**src/rtl/cdb_arbiter_pkg.sv**
```systemverilog
`default_nettype none
// ============================================================================
//  Module   : cdb_arbiter_pkg
//  Brief    : Functional-unit indices and default priority map for the CDB.
//  Revision : 1.0
// ============================================================================
package cdb_arbiter_pkg;

    localparam int NUM_FU = 4;

    localparam int FU_ALU = 0;
    localparam int FU_BR  = 1;
    localparam int FU_LSU = 2;
    localparam int FU_MDU = 3;

    // Only the ALU is high priority; long-latency units rely on starvation promotion.
    localparam logic [NUM_FU-1:0] HIPRI_MASK_DEFAULT = 4'b0001;

endpackage : cdb_arbiter_pkg
`default_nettype wire

```
**src/rtl/uarch_pkg.sv**
```systemverilog
`default_nettype none
// ============================================================================
//  Module   : uarch_pkg
//  Brief    : Core-wide micro-architecture types shared by execute-stage blocks.
//  Revision : 1.0
// ============================================================================
package uarch_pkg;

    localparam int TAG_W = 6;
    localparam int XLEN  = 32;

    typedef struct packed {
        logic             is_valid;
        logic [TAG_W-1:0] dest_tag;
        logic [XLEN-1:0]  result;
    } writeback_packet_t;

endpackage : uarch_pkg
`default_nettype wire

```
**src/rtl/cdb_arbiter_rr_picker.sv**
```systemverilog
`default_nettype none
// ============================================================================
//  Module   : rr_picker
//  Brief    : Round-robin first-found picker scanning upward from a start index.
//  Revision : 1.0
// ============================================================================
module rr_picker #(
    parameter  int N  = 4,
    localparam int IW = (N > 1) ? $clog2(N) : 1
) (
    input  logic [N-1:0]  i_req,
    input  logic [IW-1:0] i_start,
    output logic [N-1:0]  o_gnt,
    output logic [IW-1:0] o_idx,
    output logic          o_valid
);

    localparam logic [IW:0] c_n = (IW+1)'(N);

    logic [IW:0] w_pos;

    always_comb begin
        o_gnt   = '0;
        o_idx   = '0;
        o_valid = 1'b0;
        w_pos   = '0;
        for (int k = 0; k < N; k++) begin
            w_pos = {1'b0, i_start} + (IW+1)'(k);
            if (w_pos >= c_n) begin
                w_pos = w_pos - c_n;
            end
            if (!o_valid && i_req[w_pos[IW-1:0]]) begin
                o_valid               = 1'b1;
                o_gnt[w_pos[IW-1:0]]  = 1'b1;
                o_idx                 = w_pos[IW-1:0];
            end
        end
    end

endmodule : rr_picker
`default_nettype wire

```
**src/rtl/cdb_arbiter.sv**
```systemverilog
`default_nettype none
// ============================================================================
//  Module   : cdb_arbiter
//  Brief    : Single-port CDB arbiter: two priority classes, round-robin within
//             each, starvation promotion, registered broadcast.
//  Revision : 1.0
// ============================================================================
module cdb_arbiter
    import uarch_pkg::*;
    import cdb_arbiter_pkg::*;
#(
    parameter int                 NUM_REQ      = NUM_FU,
    parameter logic [NUM_REQ-1:0] HIPRI_MASK   = NUM_REQ'(HIPRI_MASK_DEFAULT),
    parameter int                 STARVE_LIMIT = 7
) (
    input  logic              clk,
    input  logic              rst,
    input  logic              flush,
    input  writeback_packet_t fu_result [NUM_REQ],
    output logic [NUM_REQ-1:0] fu_gnt,
    output writeback_packet_t cdb_out
);

    localparam int IW = (NUM_REQ > 1) ? $clog2(NUM_REQ) : 1;
    localparam int CW = $clog2(STARVE_LIMIT + 1);

    localparam logic [CW-1:0] c_starve = CW'(STARVE_LIMIT);
    localparam logic [IW-1:0] c_last   = IW'(NUM_REQ - 1);

    logic [NUM_REQ-1:0] w_req;
    logic [NUM_REQ-1:0] w_eff_hi;
    logic [NUM_REQ-1:0] w_hi_req;

    logic [NUM_REQ-1:0] w_hi_gnt;
    logic [NUM_REQ-1:0] w_lo_gnt;
    logic [IW-1:0]      w_hi_idx;
    logic [IW-1:0]      w_lo_idx;
    logic               w_hi_valid;
    logic               w_lo_valid;

    logic               w_use_hi;
    logic               w_any;
    logic [IW-1:0]      w_gnt_idx;
    logic [IW-1:0]      w_next_ptr;

    logic [IW-1:0]      r_hi_ptr;
    logic [IW-1:0]      r_lo_ptr;
    logic [CW-1:0]      r_wait_cnt [NUM_REQ];
    writeback_packet_t  r_cdb;

    // Gating with rst keeps the grant quiet during reset without waiting for an edge.
    for (genvar i = 0; i < NUM_REQ; i++) begin : g_req
        assign w_req[i]    = fu_result[i].is_valid & ~flush & ~rst;
        assign w_eff_hi[i] = HIPRI_MASK[i] | (r_wait_cnt[i] == c_starve);
    end

    assign w_hi_req = w_req & w_eff_hi;

    rr_picker #(.N(NUM_REQ)) u_hi_pick (
        .i_req   (w_hi_req),
        .i_start (r_hi_ptr),
        .o_gnt   (w_hi_gnt),
        .o_idx   (w_hi_idx),
        .o_valid (w_hi_valid)
    );

    rr_picker #(.N(NUM_REQ)) u_lo_pick (
        .i_req   (w_req),
        .i_start (r_lo_ptr),
        .o_gnt   (w_lo_gnt),
        .o_idx   (w_lo_idx),
        .o_valid (w_lo_valid)
    );

    assign w_use_hi   = w_hi_valid;
    assign w_any      = w_lo_valid;
    assign fu_gnt     = w_use_hi ? w_hi_gnt : w_lo_gnt;
    assign w_gnt_idx  = w_use_hi ? w_hi_idx : w_lo_idx;
    assign w_next_ptr = (w_gnt_idx == c_last) ? '0 : w_gnt_idx + 1'b1;

    always_ff @(posedge clk) begin
        if (rst) begin
            r_hi_ptr <= '0;
            r_lo_ptr <= '0;
            r_cdb    <= '0;
        end else begin
            r_cdb <= w_any ? fu_result[w_gnt_idx] : '0;
            // A promoted low-priority winner came from the high scan, so it moves hi_ptr.
            if (w_use_hi) begin
                r_hi_ptr <= w_next_ptr;
            end else if (w_any) begin
                r_lo_ptr <= w_next_ptr;
            end
        end
    end

    // High-priority counters are held at zero and reduce to constants.
    always_ff @(posedge clk) begin
        for (int i = 0; i < NUM_REQ; i++) begin
            if (HIPRI_MASK[i] || rst || flush || !w_req[i] || fu_gnt[i]) begin
                r_wait_cnt[i] <= '0;
            end else if (r_wait_cnt[i] != c_starve) begin
                r_wait_cnt[i] <= r_wait_cnt[i] + 1'b1;
            end
        end
    end

    assign cdb_out = r_cdb;

    a_gnt_onehot0 : assert property (@(posedge clk) $onehot0(fu_gnt));
    a_gnt_has_req : assert property (@(posedge clk) (fu_gnt & ~w_req) == '0);

endmodule : cdb_arbiter
`default_nettype wire
```
**config.mk**
```make
export PLATFORM = sky130hd
export DESIGN_NAME = cdb_arbiter
export DESIGN_NICKNAME = d
export VERILOG_FILES = /design/src/rtl/cdb_arbiter_pkg.sv /design/src/rtl/uarch_pkg.sv /design/src/rtl/cdb_arbiter_rr_picker.sv /design/src/rtl/cdb_arbiter.sv
export SDC_FILE = /design/constraint.sdc
export NUM_CORES = 1
export LEC_CHECK = 0
export ABC_AREA = 1
export CORE_MARGIN = 8
export CORE_UTILIZATION = 42
export DETAILED_ROUTE_END_ITERATION = 8
export PLACE_DENSITY = 0.81
export REMOVE_ABC_BUFFERS = 1
export SETUP_SLACK_MARGIN = 0.02
export SLEW_MARGIN = 15
export SYNTH_ARGS = -nofsm -noshare
export SYNTH_HDL_FRONTEND = slang
export SYNTH_SLANG_ARGS = --single-unit
```
**constraint.sdc**
```tcl
create_clock -name clk -period 3.98 [get_ports clk]
set_input_delay 1.194 -clock clk [delete_from_list [all_inputs] [get_ports clk]]
set_output_delay 1.194 -clock clk [all_outputs]
set_load 0.05 [all_outputs]
```
After elaboration in Yosys (flattened, before gate mapping). Memories as Yosys holds them, arrays and structs flattened. Index checks and enable logic that the tools add are counted.

Memory bits (read-only): 0. Flip-flop bits (word level): 43. Bits in latches: 0. Memories: 1. Memory bits (writable): 12. Input port bits: 159.

Memory list: r_wait_cnt (words 4, bits a word 3, read ports 3, clocked after Yosys merged registers in 0, wr ports 4, RTL line cdb_arbiter.sv:48) `logic [CW-1:0] r_wait_cnt [NUM_REQ];`.

Magnitude comparators: 25. Add/sub/neg operators: 18. Bitwise logic cells: 23. Equality and inequality tests: 7. Divide/modulo/power cells: 0. Reductions and logical operators: 32. Muxes and demuxes: 88. $mul: 0. Shift-type cells: 0.

Operators by type and width (number): $bmux 39 s2 (1); $mux 39 (2); $mux 1 (39); $mux 2 (18); $mux 4 (9); $lt 2x3->1 const B (8); $or 4x4->4 (6); $ge 3x3->1 const B (7); $bmux 1 s2 (8); $demux 1 s2 (8); $ge 2x1->1 const B (8); $sub 2x1->2 const B (8); $logic_and 1x1->1 (14); $add 2x2->3 const B (4); $add 3x1->3 const B (3); $eq 3x3->1 const B (3); $logic_not 1->1 (9); $mux 3 (3); $ne 3x3->1 const B (3); $and 1x1->1 (8); $logic_or 1x1->1 (7); $add 2x1->3 const B (2); $ge 2x3->1 const B (2); $and 4x4->4 (1); 7 further kinds (12).

Longest topological paths before layout.
Depth after elaboration: 21. Depth in mapped cells: 18.

By module. From an unflattened synthesis, not the netlist that was laid out.

Cell total of the unflattened synthesis: 759. Area, all modules: 4539.4 um2.

Modules (own cells, without submodules): cdb_arbiter (cells an instance 611, times used 1, area an instance 3658.5 um2, sequential area each 1131.1 um2); rr_picker (cells an instance 74, times used 2, area an instance 440.4 um2, sequential area each 0.0 um2).

Least setup slack after synthesis. No wires, ideal clock.

Path type: input to output. Start point: input rst. End point: output fu_gnt[1]. Cell stages on the path: 11. Arrival: 2627 ps. Path buffers: 1. Setup slack: 159 ps. Cells stage by stage: nor2_4 buf_6 nand3_1 nand3_1 nand2_2 nand2_1 o21ai_0 a21oi_1 o21ai_0 o21ai_0 inv_1.

Longest elaborated chain between the ends: 16. Elaborated cells between the ends (all ways): 56.

Ends and longest elaborated chain: start, declared (RTL line cdb_arbiter.sv:17) `input logic rst,`; $not 1->1 * (RTL line cdb_arbiter.sv:53) `assign w_req[i] = fu_result[i].is_valid & ~flush & ~rst;`; $and 1x1->1 (RTL line cdb_arbiter.sv:53); $and 4x4->4 (RTL line cdb_arbiter.sv:57) `assign w_hi_req = w_req & w_eff_hi;`; $bmux 1 s2 (RTL line cdb_arbiter_rr_picker.sv:32) `if (!o_valid && i_req[w_pos[IW-1:0]]) begin`; $mux 1 (not written as such) (RTL line cdb_arbiter_rr_picker.sv:32); $mux 1 (RTL line cdb_arbiter_rr_picker.sv:32); $logic_not 1->1 (RTL line cdb_arbiter_rr_picker.sv:32); $logic_and 1x1->1 (RTL line cdb_arbiter_rr_picker.sv:32); $mux 1 (RTL line cdb_arbiter_rr_picker.sv:32); $logic_not 1->1 (RTL line cdb_arbiter_rr_picker.sv:32); $logic_and 1x1->1 (RTL line cdb_arbiter_rr_picker.sv:32); $mux 1 (RTL line cdb_arbiter_rr_picker.sv:32); $logic_not 1->1 (RTL line cdb_arbiter_rr_picker.sv:32); $logic_and 1x1->1 (RTL line cdb_arbiter_rr_picker.sv:32); $mux 4 / $mux 1 (equally long branches) (RTL line cdb_arbiter_rr_picker.sv:32); $mux 4 * (RTL line cdb_arbiter.sv:77) `assign fu_gnt = w_use_hi ? w_hi_gnt : w_lo_gnt;`; end, declared (RTL line cdb_arbiter.sv:20) `output logic [NUM_REQ-1:0] fu_gnt,`.

Mark *: on every way between the ends. The rest lies on a longest branch, timed or not. The select of a mux whose other input is x is not followed.

Final worst setup path. Ends and elaborated chain as after synthesis.

==> results by group <==
Status
  • Outcome: finished, violations left
  • Failing checks: setup timing

Synth
  • Top post-synthesis cells by area: dfxtp_1 (20%), nand3_1 (17%), inv_1 (13%)
  • Mapped cell area: 4360 um2
  • Synthesized instance count: 705
  • Flops & latches, synth: 52
  • Share of the synthesized area in the top cell type: approximately a fifth
  • Seq/Total Area, Yosys: 26.0%
  • Yosys cell types: 28
  • Synth Area per Inst: 6.18 um2
  • Synth area leader: dfxtp_1
  • Ys Warns: 0

Place
  • Placed insts: around 1000
  • GPL Wtd Cong: 0.901
  • Dpl ws: -0.526 ns
  • PortBufs: 201
  • Post-DP HPWL: approximately 12 mm

Power
  • Worst-case vdd ir drop: roughly 0.78 mV
  • Leak: 3.71 nW
  • Total Power: 7.44 mW
  • Cell area power density: 974 nW/um2

Finish
  • Most frequent cells in the layout: clkdlybuf4s50_1 (191), inv_1 (145), nand2_1 (123)
  • Antenna cells: 0
  • P&R area growth vs syn: 75.2%
  • Most common cell after layout, fill and taps aside: clkdlybuf4s50_1
  • Layout cells sized above 1: 20.3%
  • Finished Layout Cells: 1090
  • Post-layout nets: 1132

Detailed routing
  • DR DRC count: 0
  • Via-per-instance ratio: 5.00
  • Final WL: approximately 18 mm
  • DRT antenna net count: 0
  • Drt pass-1 iters: 5
  • Routed wire per std cell: 16.5 um
  • Number of DRC markers in iteration 0: 466
  • Vias: 5450

Clock network
  • Root Buffer: clkbuf_8
  • Clk slew on worst S/H paths: 0.09 ns
  • Hold_buf cts: 0
  • Clk buf depth: 2
  • Num CTS Buffers: 5
  • CTS H-tree depth: 2
  • CTS tree: yes
  • CTS sink cnt: 52
  • Worst skew pair latency: 0.30 ns

GRT
  • Vias in the first global route: between 5000 and 6000
  • First-pass GRT wire length: 26.2 mm
  • M1 GR Usage: between 20% and 30%
  • Top Usage Layer GRT: met2
  • Grt total ovfl: 0
  • Met2 usage: 41.3%
  • Grt met3 use: 8.97%
  • Initial antenna violation count: 0
  • Largest net degree at the start of global routing: 50
  • GRT Util Overall: 23.0%

STA
  • RSZ-0062 raised after global routing: true
  • Final setup fails: 10
  • Hold Slack: about 0.57 ns
  • Fin crit share: 102%
  • FMAX: 245 MHz
  • Rel. slew slack: 59.5%
  • Final worst clock skew: 0.0146 ns
  • Setup TNS: -0.514 ns
  • Slew Viols, Final: 0
  • Hold Violations, Final: 0
  • Tmin final: 4.08 ns
  • Post-route setup slack: -0.0959 ns
  • Slew @ Worst Pin: 0.606 ns

Setup path
  • Arr. time, crit path: roughly 2.9 ns
  • Max FO, Critical Path: 4
  • Setup crit start kind: primary input
  • Critical path endpoint category: output pin
  • R2R depth: 22
  • Worst Path Required: 2.79 ns
  • Crit Path Class: primary input to output pin

Floorplan
  • Die ar.: 13900 um2
  • Site row count: 37
  • Initial core utilization: 42.8%
  • Die width: ~120 um
  • Core ar.: between 10000 and 15000 um2
  • Die height: 118 um
  • # IOs: roughly 200

Hold path
  • Worst Hold Class: flip-flop to flip-flop
  • WHS Path Cells: 1

Job
  • Maxcap violations: 0
[registers in the layout (all words and copies together), names as in the netlist]
name and count:
cdb_out 39, r_lo_ptr 2, r_wait_cnt 9, r_hi_ptr 2
[worst max-delay path, cell delays in order]
cell     delay [ns]
buf_6          0.10
nor2_4         0.20
nand2_2        0.11
nor2_4         0.14
nand2_1        0.09
nand2_1        0.13
nand2_1        0.09
nand2_2        0.11
inv_1          0.06
o21ai_1        0.15
nand4_1        0.13
o21ai_2        0.11
inv_1          0.10
buf_6          0.16
[area by class of cell]
cell class	count	area, um2
multi-input combinational	462	2890
timing repair buffer	279	2780
fill	792	2550
sequential	52	1130
inverter	153	574
tap	136	170
clock buffer	7	76.3
clock inverter	1	8.76
[per-stage QoR]
stage	area (um2)	util, %
2_1_floorplan	4130	-
3_3_place_gp	6720	66.0
3_5_place_dp	6720	66.0
4_1_cts	7190	70.6
5_1_grt	7630	75.0
6_report	7630	75.0
[cells by family (layout without fill, tap and decap cells)]
group                    Yosys count  in the layout  synth area share (%)
AO/OA/AOI/OAI                     68             68                  8.27
buffers and inverters            192            440                  18.4
flip-flops                        52             52                  26.0
AND/OR/NAND/NOR                  373            374                  41.6
adder cells (fa/ha/maj)           20             20                  5.74
[synthesized netlist by cell type (all sizes together)]
cell    number
nand3b      39
a32o         1
o21ai       10
inv        153
nand3      151
o211ai       3
edfxtp       9
buf         26
clkbuf      13
a21oi       52
nor2        20
nand2      156
a21boi       1
o22ai        1
ha          20
nand4        6
nor3         1
dfxtp       43
[power by group]
part	switching, mW	total (mW)	internal (mW)
Combinational	3.79	6.29	2.50
Clock	0.174	0.301	0.126
Sequential	0.0766	0.845	0.768
[worst paths after layout]
path / slack [ns] / endpoint / startpoint
min: 0.57 / r_wait_cnt[1][0] / r_wait_cnt[1][0]
max reg2reg: 0.03 / r_wait_cnt[1][2] / r_hi_ptr[0]
max: -0.1 / fu_gnt[1] / rst
min reg2reg: 0.57 / r_wait_cnt[1][0] / r_wait_cnt[1][0]
[what timing repair did]
action,CTS,global route
gates resized for setup,70,71
buffers inserted,27,5
cloned,1,6
endpoints found under the setup margin,4,50
pin swaps,20,38
[per-layer routing]
layer / up-vias / wire, um
met3: 32 / 1660
met4: 0 / 494
met2: 204 / 9300
met1: 2486 / 6490
met5: - / 0
li1: 2728 / -
Note: power is estimated with default switching activity, not from simulation.
